## config.mk

```make
export PLATFORM = sky130hd
export DESIGN_NAME = mux_rr_arbiter
export DESIGN_NICKNAME = d
export VERILOG_FILES = /design/src/rtl/mux_rr_arbiter.sv
export SDC_FILE = /design/constraint.sdc
export NUM_CORES = 1
export LEC_CHECK = 0
export BUFFER_PORTS_ARGS = -buffer_cell sky130_fd_sc_hd__buf_2
export CAP_MARGIN = 20
export CORE_ASPECT_RATIO = 0.7
export CORE_MARGIN = 2
export CORE_UTILIZATION = 49
export CTS_BUF_LIST = sky130_fd_sc_hd__clkbuf_4
export CTS_CLUSTER_DIAMETER = 200
export DETAILED_ROUTE_END_ITERATION = 12
export PLACE_DENSITY = 0.87
export SETUP_SLACK_MARGIN = 0.2
export SYNTH_ARGS = -nofsm -noshare
export SYNTH_HDL_FRONTEND = slang
export SYNTH_SLANG_ARGS = --single-unit
```

## constraint.sdc

```tcl
create_clock -name Clock_In -period 2.6 [get_ports Clock_In]
set_clock_uncertainty 0.1 [all_clocks]
set_input_delay 0.13 -clock Clock_In [delete_from_list [all_inputs] [get_ports Clock_In]]
set_output_delay 0.13 -clock Clock_In [all_outputs]
set_load 0.005 [all_outputs]
```

## src/rtl/mux_rr_arbiter.sv

```systemverilog
// mux_rr_arbiter: 4-requester round-robin arbiter driving a shared 4:1 data mux.
// A grant is held for a whole burst. The burst ends on Last, or on a forced
// release after MAX_BURST beats. Priority then rotates past the requester that
// was just served.
// Ports:
//   Clock_In, Reset_In                  clock, async active-high reset
//   Enable_In                           permits new grants
//   Req_Valid_In/Req_Last_In/Req_Data_In per-requester beat interface
//   Req_Ready_Out                       per-requester accept
//   Out_Valid_Out/Out_Data_Out/Out_Last_Out, Out_Ready_In  downstream beat
//   Select_Out, Grant_Out, Busy_Out, Timeout_Out            status
module mux_rr_arbiter #(
  parameter int unsigned DATA_WIDTH = 8,
  parameter int unsigned MAX_BURST  = 16
) (
  input  logic                      Clock_In,
  input  logic                      Reset_In,
  input  logic                      Enable_In,
  input  logic [3:0]                Req_Valid_In,
  input  logic [3:0]                Req_Last_In,
  input  logic [4*DATA_WIDTH-1:0]   Req_Data_In,
  output logic [3:0]                Req_Ready_Out,
  output logic                      Out_Valid_Out,
  output logic [DATA_WIDTH-1:0]     Out_Data_Out,
  output logic                      Out_Last_Out,
  input  logic                      Out_Ready_In,
  output logic [1:0]                Select_Out,
  output logic [3:0]                Grant_Out,
  output logic                      Busy_Out,
  output logic                      Timeout_Out
);

  localparam int unsigned CNT_W = $clog2(MAX_BURST + 1);
  localparam logic [CNT_W-1:0] CNT_LAST = CNT_W'(MAX_BURST - 1);

  localparam logic [0:0] ST_IDLE   = 1'b0;
  localparam logic [0:0] ST_LOCKED = 1'b1;

  logic [0:0]       state_q, state_d;
  logic [1:0]       ptr_q, ptr_d;
  logic [1:0]       sel_q, sel_d;
  logic [3:0]       grant_q, grant_d;
  logic [CNT_W-1:0] cnt_q, cnt_d;
  logic             timeout_q, timeout_d;

  logic                  locked;
  logic                  beat;
  logic                  pick_found;
  logic [1:0]            pick_idx;
  logic [DATA_WIDTH-1:0] req_data [4];

  // Unpack the flat data bus into per-requester words
  always_comb begin
    for (int i = 0; i < 4; i++) begin
      req_data[i] = Req_Data_In[i*DATA_WIDTH +: DATA_WIDTH];
    end
  end

  // Round-robin search starting at the priority pointer
  always_comb begin
    pick_found = 1'b0;
    pick_idx   = ptr_q;
    for (int k = 0; k < 4; k++) begin
      if (!pick_found && Req_Valid_In[ptr_q + 2'(k)]) begin
        pick_found = 1'b1;
        pick_idx   = ptr_q + 2'(k);
      end
    end
  end

  // Combinational pass-through of the granted requester; all zero while idle
  always_comb begin
    locked        = (state_q == ST_LOCKED);
    Out_Valid_Out = locked & Req_Valid_In[sel_q];
    Out_Data_Out  = locked ? req_data[sel_q] : '0;
    Out_Last_Out  = locked & Req_Last_In[sel_q];
    Req_Ready_Out = locked ? (4'(Out_Ready_In) << sel_q) : 4'b0000;
    beat          = Out_Valid_Out & Out_Ready_In;
  end

  // Next-state logic
  always_comb begin
    state_d   = state_q;
    ptr_d     = ptr_q;
    sel_d     = sel_q;
    grant_d   = grant_q;
    cnt_d     = cnt_q;
    timeout_d = 1'b0;
    case (state_q)
      ST_IDLE: begin
        if (Enable_In && pick_found) begin
          state_d = ST_LOCKED;
          sel_d   = pick_idx;
          grant_d = 4'b0001 << pick_idx;
          cnt_d   = '0;
        end
      end
      ST_LOCKED: begin
        // Stalled cycles are not beats, so they never advance the count
        if (beat) begin
          cnt_d = cnt_q + CNT_W'(1);
          if (Req_Last_In[sel_q] || (cnt_q == CNT_LAST)) begin
            state_d   = ST_IDLE;
            ptr_d     = sel_q + 2'd1;
            grant_d   = 4'b0000;
            // Pulse only for a count-forced release; Last wins a tie
            timeout_d = ~Req_Last_In[sel_q];
          end
        end
      end
      default: begin
        state_d = ST_IDLE;
        grant_d = 4'b0000;
      end
    endcase
  end

  // State registers
  always_ff @(posedge Clock_In or posedge Reset_In) begin
    if (Reset_In) begin
      state_q   <= ST_IDLE;
      ptr_q     <= 2'd0;
      sel_q     <= 2'd0;
      grant_q   <= 4'b0000;
      cnt_q     <= '0;
      timeout_q <= 1'b0;
    end else begin
      state_q   <= state_d;
      ptr_q     <= ptr_d;
      sel_q     <= sel_d;
      grant_q   <= grant_d;
      cnt_q     <= cnt_d;
      timeout_q <= timeout_d;
    end
  end

  assign Select_Out  = sel_q;
  assign Grant_Out   = grant_q;
  assign Busy_Out    = (state_q == ST_LOCKED);
  assign Timeout_Out = timeout_q;

endmodule

```

==> qor.txt, run 1 <==
cts bufs inserted -> 3
crit share post-route -> 86.1%
Cells after Synth -> 112
gpl congestion -> 0.809
Clk Latency, worst-skew pair -> 0.28 ns
R2R setup slack -> 0.53 ns
Mapped Area -> 1190 µm²
drt pass-1 iters -> 4
First DRT Iteration DRCs -> 128
I/O pin cnt -> 66
per-cell routed wire length -> 15.6 µm
Syn Nets -> 158
setup_tns -> 0 ns
commonest cells after routing, fill and taps aside -> 65 x buf_2, 15 x dfrtp_1, 9 x mux4_2, 9 x and2_1, 8 x inv_1
Clock Path Buffers -> 2
Synth Flop Type -> dfrtp_1
post-CTS sizing -> 0
initial antenna violation count -> 0
vias in the first global route -> 1117
EDFF count, synth -> 0
Register-to-Register Path Depth -> 4
Synth Warn # -> 0
core region area -> 2220 µm²
GRT Total Usage -> 24.7%
Peak Freq -> 0.446 GHz
main area contributors after synthesis -> dfrtp_1 32%, mux4_2 17%, and2_1 4.7%
Syn-to-layout area delta -> 30.6%
Vias per Instance -> 5.44
largest net degree at the start of global routing -> 17
critical path class -> register to primary output
register area share after synthesis -> 31.6%
ANT cells -> 0
commonest non-fill, non-tap cell in the layout -> buf_2
Largest stage delay, worst path -> 0.59 ns
Async SR Flop Fraction -> 100%
die area -> 2840 µm²
first-pass GRT wire length -> 5350 µm
Critical Path Fanout Max -> 15
final hold violations -> 0
hold depth -> 3
Setup-failing EPs final -> 0
RSZ-0062 raised after global routing -> false
Die Wd -> 62.8 µm
Clock Pin Slew Worst Setup and Hold Paths -> 0.09 ns
final wirelength -> 3240 µm
CTS root buf -> clkbuf_4
fin. max-slew vios -> 0
post-layout min period -> 2.24 ns
Synth Area per Inst -> 10.6 µm²
clock tree sinks -> 15
static leakage -> 0.798 nW
Synth Register Bits -> 15
Residual DRC -> 0
Finished Core Util -> 69.7%
CTS tree -> built
num rows -> 14
dominant cell type by area after synthesis -> dfrtp_1
Max-slew headroom -> 59.1%
Data required, critical path -> 2.37 ns
Power Density -> 917 nW/µm²
DP Wirelength -> 2680 µm
library cells used by synthesis -> 38
PortBufs -> 65
fin nets -> 223
CP cell instances -> buf_4, mux4_2, and2_1, buf_2
post-route ant nets -> 0
slowest CP cell -> dfrtp_1
max-cap viol count -> 0
VDD IR-drop max -> 0.555 mV
Worst Hold Class -> primary input to register
initial core utilization -> 53.4%
crit path capture type -> primary output
status -> complete, no violations
GRT overflow -> 0
fraction of layout cells with a size suffix above 1 -> 49.4%
die height -> 45.2 µm
Synth top area share -> 31.6%
Setup crit start kind -> register
worst slew pin tran -> 0.613 ns
crit path DAT -> 2.01 ns
# H-tree levels -> 1
vias -> 1132
## cells in the mapped netlist, types with 2 or more instances
master	number
dfrtp_1	15
and2_1	9
mux4_2	9
inv_1	8
a21oi_1	6
nand2_1	6
nor2_1	6
mux2i_1	5
o21ai_0	5
a32o_1	4
nand3_1	4
and3_1	2
buf_2	2
buf_6	2
clkbuf_1	2
ha_1	2
nor2b_1	2
nor3_1	2
or3_1	2
## final cells by class
class / count / area, µm²
multi-input combinational: 82 / 734
fill: 182 / 674
sequential: 15 / 375
timing repair buffer: 67 / 343
tap: 32 / 40.0
inverter: 8 / 30.0
clock buffer: 3 / 22.5
clock inverter: 1 / 5.00
## report_power, final
| part | internal [mW] | switching (mW) | leakage (nW) | total [mW] |
|---|---|---|---|---|
| sequential | 0.319 | 0.142 | 0.190 | 0.461 |
| combinational | 0.458 | 0.372 | 0.590 | 0.830 |
| clock | 0.0569 | 0.0739 | 0.0177 | 0.131 |
| total | 0.834 | 0.588 | 0.798 | 1.42 |
## state kept, by name (all words and copies together) (netlist names)
register     count
ptr_q            2
Select_Out       2
Grant_Out        4
cnt_q            5
Timeout_Out      1
Busy_Out         1
## worst paths after layout
path                                      startpoint                        end
min                                        Enable_In         Busy_Out$_DFF_PP0_
max reg2reg                Select_Out[1]$_DFFE_PP0P_   Grant_Out[0]$_DFFE_PP0P_
min in group asynchronous                   Reset_In  Select_Out[0]$_DFFE_PP0P_
min reg2reg                     cnt_q[0]$_DFFE_PP0P_       cnt_q[0]$_DFFE_PP0P_
max in group asynchronous                   Reset_In       cnt_q[0]$_DFFE_PP0P_
max                        Select_Out[0]$_DFFE_PP0P_            Out_Data_Out[7]
## metal layers
layer	routed length [µm]	share of wire [%]	track usage (%)
met3	129	4.0	3.49
met2	1620	50	43.7
met4	10	0.31	8.00
met1	1490	46	32.5
met5	0	0	0
## cells by family after synthesis
group           after synthesis  synth area share [%]
fa+ha+maj                     2                  2.11
mux                          15                  22.2
buf+inv                      15                  6.53
compound gates               26                  17.7
simple gates                 38                  19.1
xor+xnor                      1                 0.738
flops                        15                  31.6
## worst max-delay path, delay by kind of cell (launching register included)
kind | cells | cell delay (ns)
DFF | 1 | 0.59
buffers and inverters | 2 | 0.45
and+or+nand+nor | 1 | 0.17
muxes | 1 | 0.52
## through the flow
step                      setup slack (ns)  total power, mW  instances  instance area, µm²  hold slack (ns)
after floorplan                      0.867             1.03        112                1190          -0.0685
after global placement               0.682             1.26        203                1510           0.0906
after detailed placement             0.545             1.30        203                1510            0.105
after CTS                            0.347             1.43        208                1550           0.0137
after global routing                 0.202             1.54        208                1550           0.0178
final                                0.360             1.42        208                1550           0.0202
## timing repair
item,4_1_cts,5_1_grt
hold buffers,1,0
buffers inserted,0,0
endpoints found under the hold margin,15,0
setup endpoints to repair,0,0
No activity file was read; power rests on OpenSTA's default activity.
==> inputs of run 2 (changes only) <==
- REMOVE_ABC_BUFFERS: default -> 1
==> qor.txt, run 2 (synthesis results as in run 1) <==
core region area -> 2220 µm²
Finished Core Util -> 69.7%
drt pass-1 iters -> 4
vias in the first global route -> 1142
CTS tree -> built
postcts setup bufs -> 0
Worst Hold Class -> primary input to register
max reg flops -> 5
I/O pin cnt -> 66
max-cap viol count -> 0
crit share post-route -> 87.3%
initial antenna violation count -> 0
pre-CTS setup slack -> 0.544 ns
post-route ant nets -> 0
final hold violations -> 0
commonest non-fill, non-tap cell in the layout -> buf_2
slowest CP cell -> dfrtp_1
die area -> 2840 µm²
First DRT Iteration DRCs -> 115
Residual DRC -> 0
DP Wirelength -> 2730 µm
Power Density -> 923 nW/µm²
num rows -> 14
RSZ-0062 raised after global routing -> false
cts bufs inserted -> 3
vias -> 1170
Setup crit start kind -> register
Data required, critical path -> 2.37 ns
# H-tree levels -> 1
Clock Path Buffers -> 2
Fill cells -> 178
static leakage -> 0.798 nW
Setup-failing EPs final -> 0
post-CTS sizing -> 0
crit path DAT -> 2.04 ns
multi-input logic area -> 734 µm²
commonest cells after routing, fill and taps aside -> 65 x buf_2, 15 x dfrtp_1, 9 x mux4_2, 9 x and2_1, 8 x inv_1
die height -> 45.2 µm
fin. max-slew vios -> 0
crit path setup slack, layout -> 0.329 ns
Max-slew headroom -> 55.4%
CTS root buf -> clkbuf_4
Critical Path Fanout Max -> 14
gpl congestion -> 0.855
critical path class -> register to primary output
CP cell instances -> buf_4, mux4_2, and2_1, buf_2
Hold WS -> 0.0263 ns
clock tree sinks -> 15
setup_tns -> 0 ns
ANT cells -> 0
Clk Latency, worst-skew pair -> 0.28 ns
Largest stage delay, worst path -> 0.63 ns
fin nets -> 223
final wirelength -> 3350 µm
VDD IR-drop max -> 0.520 mV
initial core utilization -> 53.4%
post-layout min period -> 2.27 ns
status -> complete, no violations
Peak Freq -> 0.440 GHz
Syn-to-layout area delta -> 30.6%
Largest Register -> cnt_q
Die Wd -> 62.8 µm
fraction of layout cells with a size suffix above 1 -> 49.4%
GRT overflow -> 0
PortBufs -> 65
first-pass GRT wire length -> 5510 µm
Register Area -> 375 µm²
Vias per Instance -> 5.63
per-cell routed wire length -> 16.1 µm
Clock Pin Slew Worst Setup and Hold Paths -> 0.09 ns
largest net degree at the start of global routing -> 17
crit path capture type -> primary output
GRT Total Usage -> 26.1%
worst slew pin tran -> 0.668 ns
## run 2: cell counts in the layout (fill, tap and decap cells not counted)
Identical to the previous run, type by type.
## run 2: area by class of cell
class	instances	share of cell area, %
multi-input cells	82	47.4
flip-flops and latches	15	24.2
repair buffers	67	22.1
well taps	32	2.58
inverters	8	1.94
clock buffers	3	1.45
clock inverters	1	0.323
## run 2: per-layer routing
| metal | track usage [%] | up-vias | part of all wire [%] |
|---|---|---|---|
| met5 | 0 | - | 0 |
| met4 | 8.89 | 0 | 0.96 |
| met3 | 3.24 | 4 | 5.6 |
| met2 | 48.2 | 51 | 51 |
| met1 | 32.8 | 565 | 42 |
| li1 | - | 550 | - |
## run 2: power by group
part / leakage, nW / total (mW) / internal (mW) / switching (mW)
Sequential: 0.190 / 0.468 / 0.319 / 0.150
Clock: 0.0177 / 0.134 / 0.0571 / 0.0768
Combinational: 0.590 / 0.828 / 0.458 / 0.370
Total: 0.798 / 1.43 / 0.834 / 0.596
## run 2: final timing paths
path                                                 from                       end  slack [ns]  cells past startpoint
worst max-delay path            Select_Out[0]$_DFFE_PP0P_           Out_Data_Out[6]        0.33                      4
worst min-delay path                            Enable_In        Busy_Out$_DFF_PP0_        0.03                      3
worst max register to register  Select_Out[1]$_DFFE_PP0P_      cnt_q[3]$_DFFE_PP0P_        0.50                      4
worst min register to register   Grant_Out[0]$_DFFE_PP0P_  Grant_Out[0]$_DFFE_PP0P_        0.42                      1
max in group asynchronous                        Reset_In      cnt_q[4]$_DFFE_PP0P_        1.67                      3
min in group asynchronous                        Reset_In  Grant_Out[3]$_DFFE_PP0P_        0.35                      3
## run 2: repair_timing
item                       4_1_cts  5_1_grt
setup endpoints to repair        0        0
hold endpoints to repair        15        0
hold buffers                     1        0
## run 2: worst max-delay path: cells and delay by family (launching register included)
kind	cells	cell delay [ns]
AND/OR/NAND/NOR	1	0.17
flip-flops	1	0.63
multiplexers	1	0.52
buffers and inverters	2	0.44
## run 2: per-stage QoR
| stage | total power [mW] | cell area [µm²] | instances |
|---|---|---|---|
| after floorplan | 0.980 | 1140 | 105 |
| after global placement | 1.25 | 1510 | 203 |
| after detailed placement | 1.30 | 1510 | 203 |
| after CTS | 1.44 | 1550 | 208 |
| after global routing | 1.55 | 1550 | 208 |
| final | 1.43 | 1550 | 208 |
==> inputs of run 3 (changes only) <==
--- a/constraint.sdc
+++ b/constraint.sdc
@@ -3,3 +3,3 @@
 set_input_delay 0.13 -clock Clock_In [delete_from_list [all_inputs] [get_ports Clock_In]]
 set_output_delay 0.13 -clock Clock_In [all_outputs]
-set_load 0.005 [all_outputs]
+set_load 0.02 [all_outputs]
==> qor.txt, run 3 (synthesis results as in run 1) <==
drt pass-1 iters -> 4
slowest CP cell -> dfrtp_1
Largest Register -> cnt_q
max reg flops -> 5
RSZ-0062 raised after global routing -> false
R2R setup slack -> 0.43 ns
CTS root buf -> clkbuf_4
static leakage -> 0.798 nW
Hold WS -> -0.0000945 ns
CP cell instances -> mux2_2, o21ai_0, nor2_1, buf_2
Setup crit start kind -> register
Peak Freq -> 0.459 GHz
CTS tree -> built
Syn-to-layout area delta -> 30.8%
num rows -> 14
initial core utilization -> 53.4%
fraction of layout cells with a size suffix above 1 -> 49.4%
Register-to-Register Path Depth -> 4
Clock Pin Slew Worst Setup and Hold Paths -> 0.10 ns
core region area -> 2220 µm²
ANT cells -> 0
Largest stage delay, worst path -> 0.77 ns
PortBufs -> 65
initial antenna violation count -> 0
Levels on crit path -> 4
first-pass GRT wire length -> 5200 µm
worst slew pin tran -> 0.651 ns
post-route ant nets -> 0
max-cap viol count -> 0
WP buf/inv -> 1
per-cell routed wire length -> 15.5 µm
GRT Total Usage -> 24.3%
gpl congestion -> 0.864
Top delay family on crit path -> flip-flops
Data required, critical path -> 2.37 ns
commonest non-fill, non-tap cell in the layout -> buf_2
non-filler instance count after layout -> 208
DP Wirelength -> 2540 µm
Vias per Instance -> 5.51
Clk Latency, worst-skew pair -> 0.30 ns
setup_tns -> 0 ns
final wirelength -> 3220 µm
clock tree sinks -> 15
die area -> 2840 µm²
crit path capture type -> primary output
vias in the first global route -> 1120
Final Cell Area -> 1550 µm²
final hold violations -> 1
Die Wd -> 62.8 µm
fin. max-slew vios -> 0
status -> finished with violations
area post-placement -> 1510 µm²
cts bufs inserted -> 3
Design Power -> 1.62 mW
critical path class -> register to primary output
VDD IR-drop max -> 0.508 mV
GRT overflow -> 0
violated checks -> negative hold slack
post-layout min period -> 2.18 ns
crit share post-route -> 83.8%
Residual DRC -> 0
Worst Hold Class -> primary input to register
hold depth -> 3
# H-tree levels -> 1
Setup-failing EPs final -> 0
largest net degree at the start of global routing -> 23
I/O pin cnt -> 66
die height -> 45.2 µm
vias -> 1147
DP Cell Count -> 203
Clock Path Buffers -> 2
First DRT Iteration DRCs -> 97
commonest cells after routing, fill and taps aside -> 65 x buf_2, 15 x dfrtp_1, 9 x mux4_2, 9 x and2_1, 8 x inv_1
Critical Path Fanout Max -> 16
Power Density -> 1050 nW/µm²
Max-slew headroom -> 56.6%
fin nets -> 223
crit path DAT -> 1.95 ns
[run 3: cell count changes in the layout (fill, tap and decap cells not counted)]
cell	delta
clkinv_2	-1
clkbuf_4	+1
[run 3: cell type report]
class	instances	area [µm²]
Clock buffer	4	30.0
Multi-Input combinational cell	82	734
Sequential cell	15	375
Tap cell	32	40.0
Timing Repair Buffer	67	343
Inverter	8	30.0
Fill cell	189	672
[run 3: worst paths after layout]
path | from | to
worst max-delay path | Select_Out[1]$_DFFE_PP0P_ | Out_Last_Out
worst min-delay path | Enable_In | Busy_Out$_DFF_PP0_
worst max register to register | Select_Out[1]$_DFFE_PP0P_ | Grant_Out[3]$_DFFE_PP0P_
worst min register to register | cnt_q[0]$_DFFE_PP0P_ | cnt_q[0]$_DFFE_PP0P_
max in group asynchronous | Reset_In | cnt_q[1]$_DFFE_PP0P_
min in group asynchronous | Reset_In | cnt_q[3]$_DFFE_PP0P_
[run 3: power by group]
part           internal, mW  switching, mW
logic                 0.463          0.571
clock network        0.0703         0.0807
registers             0.319          0.121
total                 0.852          0.772
[run 3: through the flow]
step	hold WS [ns]	utilization [%]	setup slack (ns)
after floorplan	-0.0685	-	0.428
after CTS	0.00747	69.8	0.450
final	-0.0000945	69.8	0.421
after global routing	0.00873	69.8	0.279
after detailed placement	0.106	68.0	0.537
after global placement	0.0874	68.0	0.671
[run 3: layer usage]
metal / wire length [µm] / share of wire [%] / track usage, %
met5: 0 / 0 / 0
met4: 67 / 2.1 / 8.89
met3: 111 / 3.4 / 3.24
met2: 1710 / 53 / 45.2
met1: 1340 / 41 / 30.0
[run 3: repair_timing]
| action | CTS | global route |
|---|---|---|
| gates resized for setup | 0 | 0 |
| hold buffers | 1 | 0 |
| setup buffers | 0 | 0 |
| endpoints found under the hold margin | 15 | 0 |
[run 3: worst reg2reg max path: cells and delay by family, from the launching register on]
family	cells	cell delay (ns)
AND/OR/NAND/NOR	1	0.32
AO/OA/AOI/OAI	3	0.85
flip-flops	1	0.77
